[src/rtl/text_terminal_controller.sv]
// rtl/text_terminal_controller.sv - UART byte stream to character RAM write sequencer for the VGA text terminal
// Optional last-row scrolling is enabled by defining TERMINAL_SCROLL_EN.
module text_terminal_controller #(
    parameter int          COLS       = 80,
    parameter int          ROWS       = 30,
    parameter int          ADDR_WIDTH = 12,
    parameter logic [7:0]  BLANK      = 8'h20
) (
    input  logic                  Clock,
    input  logic                  Reset,
    input  logic [7:0]            Data_i,
    input  logic                  DataValid_i,
    output logic                  Busy_o,
    output logic                  Overflow_o,
    output logic                  WriteEnable_o,
    output logic [ADDR_WIDTH-1:0] WriteAddress_o,
    output logic [7:0]            WriteData_o,
    output logic [2:0]            Color_o,
    output logic                  ColorWrite_o,
    output logic [6:0]            CursorX_o,
    output logic [4:0]            CursorY_o,
    output logic [4:0]            RowOffset_o
);

    typedef enum logic [1:0] {ST_IDLE, ST_CLEAR, ST_ROWCLR} state_t;

    localparam logic [6:0]            X_LAST  = 7'(COLS - 1);
    localparam logic [4:0]            Y_LAST  = 5'(ROWS - 1);
    localparam logic [ADDR_WIDTH-1:0] COLS_W  = ADDR_WIDTH'(COLS);
    localparam logic [ADDR_WIDTH-1:0] CELLS_W = ADDR_WIDTH'(COLS * ROWS);
    localparam logic [ADDR_WIDTH-1:0] CNT_ONE = ADDR_WIDTH'(1);

    state_t                  state_q, state_d;
    logic [6:0]              x_q, x_d;
    logic [4:0]              y_q, y_d;
    logic [4:0]              off_q, off_d;
    logic [2:0]              color_q, color_d;
    logic                    color_wr_q, color_wr_d;
    logic                    we_q, we_d;
    logic [ADDR_WIDTH-1:0]   addr_q, addr_d;
    logic [7:0]              data_q, data_d;
    logic                    busy_q, busy_d;
    logic                    ovf_q, ovf_d;
    logic [ADDR_WIDTH-1:0]   cnt_q, cnt_d;
    logic [ADDR_WIDTH-1:0]   base_q, base_d;
    logic                    lf_req;

    // Logical row plus scroll offset wraps at ROWS, not at the power of two.
    function automatic logic [ADDR_WIDTH-1:0] cell_addr(input logic [4:0] y,
                                                        input logic [4:0] off,
                                                        input logic [6:0] x);
        logic [5:0] row;
        row = {1'b0, y} + {1'b0, off};
        if (row >= 6'(ROWS))
            row = row - 6'(ROWS);
        return ADDR_WIDTH'(row) * COLS_W + ADDR_WIDTH'(x);
    endfunction

    always_ff @(posedge Clock) begin
        if (Reset) begin
            state_q    <= ST_IDLE;
            x_q        <= '0;
            y_q        <= '0;
            off_q      <= '0;
            color_q    <= 3'b111;
            color_wr_q <= 1'b0;
            we_q       <= 1'b0;
            addr_q     <= '0;
            data_q     <= '0;
            busy_q     <= 1'b0;
            ovf_q      <= 1'b0;
            cnt_q      <= '0;
            base_q     <= '0;
        end else begin
            state_q    <= state_d;
            x_q        <= x_d;
            y_q        <= y_d;
            off_q      <= off_d;
            color_q    <= color_d;
            color_wr_q <= color_wr_d;
            we_q       <= we_d;
            addr_q     <= addr_d;
            data_q     <= data_d;
            busy_q     <= busy_d;
            ovf_q      <= ovf_d;
            cnt_q      <= cnt_d;
            base_q     <= base_d;
        end
    end

    always_comb begin
        state_d    = state_q;
        x_d        = x_q;
        y_d        = y_q;
        off_d      = off_q;
        color_d    = color_q;
        color_wr_d = 1'b0;
        we_d       = 1'b0;
        addr_d     = addr_q;
        data_d     = data_q;
        busy_d     = busy_q;
        ovf_d      = ovf_q;
        cnt_d      = cnt_q;
        base_d     = base_q;
        lf_req     = 1'b0;

        if (DataValid_i && busy_q)
            ovf_d = 1'b1;

        case (state_q)
            ST_IDLE: begin
                if (DataValid_i) begin
                    if (Data_i < 8'h08) begin
                        color_d    = Data_i[2:0];
                        color_wr_d = 1'b1;
                    end else begin
                        case (Data_i)
                            8'h08: begin
                                if (x_q != 7'd0) begin
                                    x_d    = x_q - 7'd1;
                                    we_d   = 1'b1;
                                    addr_d = cell_addr(y_q, off_q, x_q - 7'd1);
                                    data_d = BLANK;
                                end
                            end
                            8'h0A: lf_req = 1'b1;
                            8'h0D: x_d = '0;
                            8'h0C: begin
                                x_d     = '0;
                                y_d     = '0;
                                off_d   = '0;
                                state_d = ST_CLEAR;
                                busy_d  = 1'b1;
                                we_d    = 1'b1;
                                addr_d  = '0;
                                data_d  = BLANK;
                                cnt_d   = CNT_ONE;
                            end
                            8'h1B: begin
                                x_d = '0;
                                y_d = '0;
                            end
                            default: begin
                                we_d   = 1'b1;
                                addr_d = cell_addr(y_q, off_q, x_q);
                                data_d = Data_i;
                                if (x_q == X_LAST) begin
                                    x_d    = '0;
                                    lf_req = 1'b1;
                                end else begin
                                    x_d = x_q + 7'd1;
                                end
                            end
                        endcase
                    end
                end
            end
            ST_CLEAR: begin
                if (cnt_q == CELLS_W) begin
                    state_d = ST_IDLE;
                    busy_d  = 1'b0;
                end else begin
                    we_d   = 1'b1;
                    addr_d = cnt_q;
                    data_d = BLANK;
                    cnt_d  = cnt_q + CNT_ONE;
                end
            end
            ST_ROWCLR: begin
                if (cnt_q == COLS_W) begin
                    state_d = ST_IDLE;
                    busy_d  = 1'b0;
                end else begin
                    we_d   = 1'b1;
                    addr_d = base_q + cnt_q;
                    data_d = BLANK;
                    cnt_d  = cnt_q + CNT_ONE;
                end
            end
            default: state_d = ST_IDLE;
        endcase

        if (lf_req) begin
            if (y_q != Y_LAST) begin
                y_d = y_q + 5'd1;
            end else begin
`ifdef TERMINAL_SCROLL_EN
                // The old top physical row becomes the new bottom row; a character
                // written this cycle delays the first blank by one cycle.
                off_d   = (off_q == Y_LAST) ? 5'd0 : off_q + 5'd1;
                state_d = ST_ROWCLR;
                busy_d  = 1'b1;
                base_d  = ADDR_WIDTH'(off_q) * COLS_W;
                if (we_d) begin
                    cnt_d = '0;
                end else begin
                    we_d   = 1'b1;
                    addr_d = ADDR_WIDTH'(off_q) * COLS_W;
                    data_d = BLANK;
                    cnt_d  = CNT_ONE;
                end
`else
                y_d = '0;
`endif
            end
        end
    end

    assign Busy_o         = busy_q;
    assign Overflow_o     = ovf_q;
    assign WriteEnable_o  = we_q;
    assign WriteAddress_o = addr_q;
    assign WriteData_o    = data_q;
    assign Color_o        = color_q;
    assign ColorWrite_o   = color_wr_q;
    assign CursorX_o      = x_q;
    assign CursorY_o      = y_q;
    assign RowOffset_o    = off_q;

endmodule
[config.mk]
export PLATFORM = sky130hd
export DESIGN_NAME = text_terminal_controller
export DESIGN_NICKNAME = d
export VERILOG_FILES = /design/src/rtl/text_terminal_controller.sv
export SDC_FILE = /design/constraint.sdc
export NUM_CORES = 1
export LEC_CHECK = 0
export BUFFER_PORTS_ARGS = -buffer_cell sky130_fd_sc_hd__buf_2
export CAP_MARGIN = 20
export CORE_MARGIN = 1
export CORE_UTILIZATION = 53
export CTS_BUF_LIST = sky130_fd_sc_hd__clkbuf_8
export CTS_CLUSTER_DIAMETER = 120
export DETAILED_ROUTE_END_ITERATION = 6
export PLACE_DENSITY = 0.79
export SKIP_CTS_REPAIR_TIMING = 1
export SLEW_MARGIN = 20
export SYNTH_ARGS = -nofsm -noshare
export SYNTH_HDL_FRONTEND = slang
export SYNTH_SLANG_ARGS = --single-unit
[constraint.sdc]
create_clock -name Clock -period 3 [get_ports Clock]
set_input_delay 0.3 -clock Clock [delete_from_list [all_inputs] [get_ports Clock]]
set_output_delay 0.3 -clock Clock [all_outputs]
set_load 0.1 [all_outputs]
## After elaboration in Yosys (flattened, before gate mapping)

Index checks and enable logic that the tools add are counted.

- Bits of input ports: 11
- Output and inout port bits: 44
- Word-level logic and storage cells: 132
- Bits in registers: 53

- Mux-type cells: 64
- Multiply operators: 2
- Equality and inequality tests: 22
- Bitwise gates (word level): 4
- Add/subtract/negate cells: 7
- Reductions and logical operators: 20
- Magnitude comparators: 2

Operators with widths:

| cell | number |
|---|---|
| two-way mux 12 bit | 10 |
| case mux 12 bit (3 select lines) | 3 |
| two-way mux 6 bit | 10 |
| case mux 8 bit (3 select lines) | 2 |
| two-way mux 8 bit | 5 |
| == test 8 x 4 -> 1 bit (second input constant) | 4 |
| two-way mux 5 bit | 6 |
| adder 12 x 7 -> 12 bit | 2 |
| case mux 7 bit (3 select lines) | 1 |
| inequality test 2 bit (second input constant) | 9 |
| multiplier 6 x 3 -> 8 bit (second input constant) | 2 |
| two-way mux 1 bit | 15 |
| two-way mux 7 bit | 2 |
| adder 12 x 1 -> 12 bit (second input constant) | 1 |
| == test 12 bit (second input constant) | 1 |
| == test 12 x 7 -> 1 bit (second input constant) | 1 |
| AND reduction 6 bit | 2 |
| two-way mux 2 bit | 5 |
| AND reduction 5 bit | 2 |
| OR reduction 3 bit | 3 |
| == test 8 x 5 -> 1 bit (second input constant) | 1 |
| < comparator 8 x 4 -> 1 bit (second input constant) | 1 |
| adder 7 x 1 -> 7 bit (second input constant) | 1 |
| == test 7 bit (second input constant) | 1 |
| 24 further kinds | 31 |

## Longest topological paths before layout

- Depth in word-level cells: 14
- Depth in mapped cells: 13
- Depth with buffers taken out: 13

## Least setup slack after synthesis

OpenSTA, ideal clock, no wires.

- Path type: register to register
- Start point: register y_q[0], in the netlist CursorY_o[0]
- End point: register addr_q[9], in the netlist WriteAddress_o[9]
- Data required time: 2.877 ns
- Path slack: -0.922 ns
- Cell stages (with the launch flop): 14
- Period minus slack after synthesis: 3.922 ns
- Path buffers: 0
- Arrival time: 3.799 ns
- Library setup time: 0.123 ns
- Cells stage by stage: dfxtp_1 inv_1 ha_1 o21ai_0 nor2_1 nor2_1 ha_1 ha_1 fa_1 nand2_1 or3_1 xor2_1 a221oi_1 nor2_1

- Cells in the longest elaborated chain, start to end: 14
- Elaborated cells between the ends (all ways): 21
- Those cells by class: add/sub: 3; mul: 2; order compare: 1; mux: 15

Ends and longest elaborated chain:

| element | line | source |
|---|---|---|
| start, declared | 35 | `logic [4:0] y_q, y_d;` |
| start signal, assigned | 77 | `y_q <= y_d;` |
| subtractor 5 x 5 -> 6 bit or greater-or-equal comparator 5 bit (tied branches) | 55, 54 |  |
| two-way mux 6 bit (*) | 54 | `if (row >= 6'(ROWS))` |
| two-way mux 6 bit | 119 | `if (x_q != 7'd0) begin` |
| two-way mux 6 bit | 117 | `case (Data_i)` |
| two-way mux 6 bit | 113 | `if (Data_i < 8'h08) begin` |
| two-way mux 6 bit | 112 | `if (DataValid_i) begin` |
| two-way mux 6 bit | 110 | `case (state_q)` |
| multiplier 6 x 3 -> 8 bit | 56 | `return ADDR_WIDTH'(row) * COLS_W + ADDR_WIDTH'(x);` |
| adder 12 x 7 -> 12 bit | 56 |  |
| two-way mux 12 bit | 119 |  |
| case mux 12 bit (3 select lines) (*) | 117 |  |
| two-way mux 12 bit (*) | 113 |  |
| two-way mux 12 bit (*) | 112 |  |
| case mux 12 bit (3 select lines) (*) | 110 |  |
| end signal, assigned | 82 | `addr_q <= addr_d;` |
| end, declared | 40 | `logic [ADDR_WIDTH-1:0] addr_q, addr_d;` |

Every way passes the cells marked *; elsewhere a longest branch is shown, timed or not. The select of a mux whose other input is x is not followed.
A chain may end at the register's enable or synchronous reset.

## Worst setup path in the final report

- Start point: register y_q[0], in the netlist CursorY_o[0]
- End point: register addr_q[11], in the netlist WriteAddress_o[11]

Same word-level chain as after synthesis.

==> results.py <==
metrics = {
    "status": {
        "run_status": "complete, no violations",
    },
    "worst_setup_path": {
        "cp.required_ns": 3.23,
        "worstPathMaxFanout": 3,
        "critical_path.startpoint_type": "register",
        "arrival_ns": 3.18,
        "worst-setup-path-type": "reg -> reg",
        "end_kind": "register",
    },
    "synth": {
        "synth_ff_type": "sky130_fd_sc_hd__dfxtp_1",
        "synthesis_stage_register_bit_count": 51,
        "synth-edff-count": 0,
        "synth_cell_type_count": 63,
        "avgSynthCellArea_um2": 7.89,
        "syn_inst": 428,
        "yosys.cell_count.top_type": "sky130_fd_sc_hd__dfxtp_1",
        "synth_largest_area_cell": "sky130_fd_sc_hd__dfxtp_1",
        "proportion_of_netlist_area_held_by_the_largest_area_contributor_pct": 30.2,
        "yosys-top-cells-area": "sky130_fd_sc_hd__dfxtp_1 (30%), sky130_fd_sc_hd__ha_1 (7.0%), sky130_fd_sc_hd__a21oi_1 (5.6%), sky130_fd_sc_hd__nor2_1 (4.8%), sky130_fd_sc_hd__nand2_1 (3.8%)",
        "yosysWarnings": 0,
        "synth_commonest_cells": "sky130_fd_sc_hd__dfxtp_1 (51), sky130_fd_sc_hd__nor2_1 (43), sky130_fd_sc_hd__a21oi_1 (38)",
        "ys_seq_area_share_pct": 30.2,
        "netlist_area_um2": 3380,
        "ys_async_sr_fraction_pct": 0,
    },
    "routing": {
        "viasPerCell": 6.27,
        "drt_iter0_drc": 446,
        "drcViolationCount": 0,
        "count_of_tritonroute_iterations_in_the_first_routing_pass": 5,
        "ant_nets": 0,
        "finalWirelength_um": 9750,
        "post_drt_wl_per_cell_um": 17.2,
        "dr_vias": 3545,
    },
    "timing": {
        "timing.final.hold_violations": 0,
        "clock-skew-final_ns": 0.00565,
        "fmaxAchievable_mhz": 339,
        "report.final.setup_viol": 0,
        "final.period_utilization_pct": 98.3,
        "rsz0062_at_grt": "yes",
        "min_period_ns": 2.95,
        "slew_viol_final": 0,
        "whs_ns": 0.333,
        "timing.slew.headroom_pct": 50.5,
        "slew_of_the_pin_with_the_lowest_slew_margin_ns": 0.722,
    },
    "die": {
        "top_level_ports": 55,
        "core_region_area_um2": 6030,
        "dieWidth_um": 81.8,
        "die_area_um2": 6690,
        "std_cell_rows": 28,
        "chipHeight_um": 81.8,
        "initial_utilization_pct": 56.0,
    },
    "global_routing": {
        "first_global_vias": 3189,
        "wire_length_of_the_first_global_routing_pass_um": 15100,
        "grt_overflow_total": 0,
        "grt.total_usage_pct": 29.5,
        "grt_max_degree": 33,
        "grt_antenna_before_repair": 0,
    },
    "clock_tree": {
        "clkSlewWorstSetupHoldPaths_ns": 0.10,
        "root_buffer": "sky130_fd_sc_hd__clkbuf_8",
        "clk_path_buf_depth": 2,
        "cts_tree": "yes",
        "numClockSinks": 51,
        "numCtsBuffers": 5,
        "clock_insertion_delay_worst_skew_ns": 0.31,
        "ctsHtreeMaxLevel": 2,
    },
    "power": {
        "p_leak_nw": 1.70,
        "power.density_nw_per_um2": 393,
        "ir_worst_vdd_mv": 0.306,
    },
    "placed_design": {
        "place_area_um2": 3840,
        "placement.io_buffers": 49,
        "gp_congestion": 0.977,
        "dp_hpwl_um": 7120,
    },
    "cells_and_area": {
        "layout-area-overhead-vs-synth_pct": 20.9,
        "antenna_cells_inserted": 0,
        "fillCellCount": 522,
        "drive_gt1_share_pct": 26.1,
        "multiInputGateArea_um2": 2270,
        "num-nets-final": 521,
        "design_area_um2": 4080,
        "sequential_cell_area_um2": 1050,
    },
    "flow_run": {
        "max-cap-violations": 0,
    },
    "hold_path": {
        "hp-class": "in -> reg",
    },
}
==> registers in the layout, indices dropped and copies added, names as in the netlist <==
name	flops
CursorX_o	7
WriteEnable_o	1
WriteAddress_o	12
Color_o	3
cnt_q	12
Busy_o	1
WriteData_o	8
Overflow_o	1
ColorWrite_o	1
CursorY_o	5
==> where the power goes <==
| group | leakage (nW) | switching [W] | internal [W] |
|---|---|---|---|
| clock network | 0.0618 | 0.000243 | 0.000275 |
| logic | 1.22 | 0.000300 | 0.0000805 |
| registers | 0.421 | 0.0000140 | 0.000693 |
==> cells by family after synthesis <==
family                     count (synthesis)  share of synthesized area, %
and+or+nand+nor                          164                          25.1
AOI/OAI and AO/OA                        118                          22.8
DFF                                       51                          30.2
buffers and inverters                     47                          6.12
adders and majority gates                 21                          8.23
xor gates and xnor gates                  19                          5.34
muxes                                      7                          2.15
other                                      1                         0.111
==> cells in the final DEF (no fill, tap or decap), types with 3 or more instances in the layout <==
| master | instances |
|---|---|
| sky130_fd_sc_hd__a211oi_1 | 4 |
| sky130_fd_sc_hd__a21boi_0 | 3 |
| sky130_fd_sc_hd__a21o_1 | 4 |
| sky130_fd_sc_hd__a21oi_1 | 36 |
| sky130_fd_sc_hd__a221oi_1 | 6 |
| sky130_fd_sc_hd__a31oi_1 | 3 |
| sky130_fd_sc_hd__and3_1 | 6 |
| sky130_fd_sc_hd__buf_2 | 49 |
| sky130_fd_sc_hd__buf_4 | 33 |
| sky130_fd_sc_hd__clkbuf_8 | 6 |
| sky130_fd_sc_hd__conb_1 | 5 |
| sky130_fd_sc_hd__dfxtp_1 | 41 |
| sky130_fd_sc_hd__dfxtp_2 | 4 |
| sky130_fd_sc_hd__dfxtp_4 | 6 |
| sky130_fd_sc_hd__ha_1 | 16 |
| sky130_fd_sc_hd__inv_1 | 14 |
| sky130_fd_sc_hd__mux2i_1 | 5 |
| sky130_fd_sc_hd__nand2_1 | 33 |
| sky130_fd_sc_hd__nand2b_1 | 6 |
| sky130_fd_sc_hd__nand3_1 | 19 |
| sky130_fd_sc_hd__nand3b_1 | 3 |
| sky130_fd_sc_hd__nand4_1 | 5 |
| sky130_fd_sc_hd__nor2_1 | 42 |
| sky130_fd_sc_hd__nor2b_1 | 3 |
| sky130_fd_sc_hd__nor3_1 | 17 |
| sky130_fd_sc_hd__nor4_1 | 4 |
| sky130_fd_sc_hd__o211ai_1 | 6 |
| sky130_fd_sc_hd__o21ai_0 | 22 |
| sky130_fd_sc_hd__o31ai_1 | 5 |
| sky130_fd_sc_hd__or2_2 | 3 |
| sky130_fd_sc_hd__or3_1 | 3 |
| sky130_fd_sc_hd__xnor2_1 | 6 |
| sky130_fd_sc_hd__xor2_1 | 11 |
==> per-layer routing <==
| layer | track usage [%] | share of wire [%] |
|---|---|---|
| met5 | 0 | 0 |
| met4 | 9.65 | 2.3 |
| met3 | 4.33 | 8.2 |
| met2 | 47.6 | 47 |
| met1 | 40.2 | 43 |
==> worst max-delay path: stages (launching register included) <==
cell and delay, ns:
sky130_fd_sc_hd__dfxtp_4 0.37, sky130_fd_sc_hd__inv_4 0.04, sky130_fd_sc_hd__ha_4 0.16, sky130_fd_sc_hd__o21ai_4 0.14, sky130_fd_sc_hd__nor2_1 0.05, sky130_fd_sc_hd__nor2_1 0.15, sky130_fd_sc_hd__ha_1 0.30, sky130_fd_sc_hd__ha_4 0.19
sky130_fd_sc_hd__fa_1 0.54, sky130_fd_sc_hd__nand2_2 0.08, sky130_fd_sc_hd__or3_4 0.36, sky130_fd_sc_hd__nor2_4 0.10, sky130_fd_sc_hd__nand4_1 0.11, sky130_fd_sc_hd__a311oi_2 0.28
==> final cells by class <==
type | count | share of cell area, %
multi-input cells | 334 | 55.5
flip-flops and latches | 51 | 25.7
repair buffers | 82 | 12.1
well taps | 75 | 2.30
clock buffers | 6 | 2.02
inverters | 15 | 1.44
clock inverters | 2 | 0.950
==> path summary, 6_finish.rpt <==
| path | cells past startpoint | from | slack, ns | to |
|---|---|---|---|---|
| max | 13 | CursorY_o[0] | 0.05 | WriteAddress_o[11] |
| min | 3 | DataValid_i | 0.33 | Overflow_o |
| max reg2reg | 13 | CursorY_o[0] | 0.05 | WriteAddress_o[11] |
| min reg2reg | 2 | WriteData_o[2] | 0.45 | WriteData_o[2] |
==> stage by stage <==
step / worst slack, ns / utilization, % / std cells / setup TNS (ns) / total power, W
after detailed placement: -0.0455 / 63.7 / 551 / -0.126 / 0.00109
after global routing: -0.0841 / 67.7 / 565 / -0.155 / 0.00166
after global placement: 0.0493 / 63.7 / 551 / 0 / 0.00109
final: 0.0517 / 67.7 / 565 / 0 / 0.00161
after floorplan: -0.0258 / - / 432 / -0.0412 / 0.00101
after CTS: -0.0611 / 65.7 / 559 / -0.0674 / 0.00160
(Power assumes the default switching activity.)
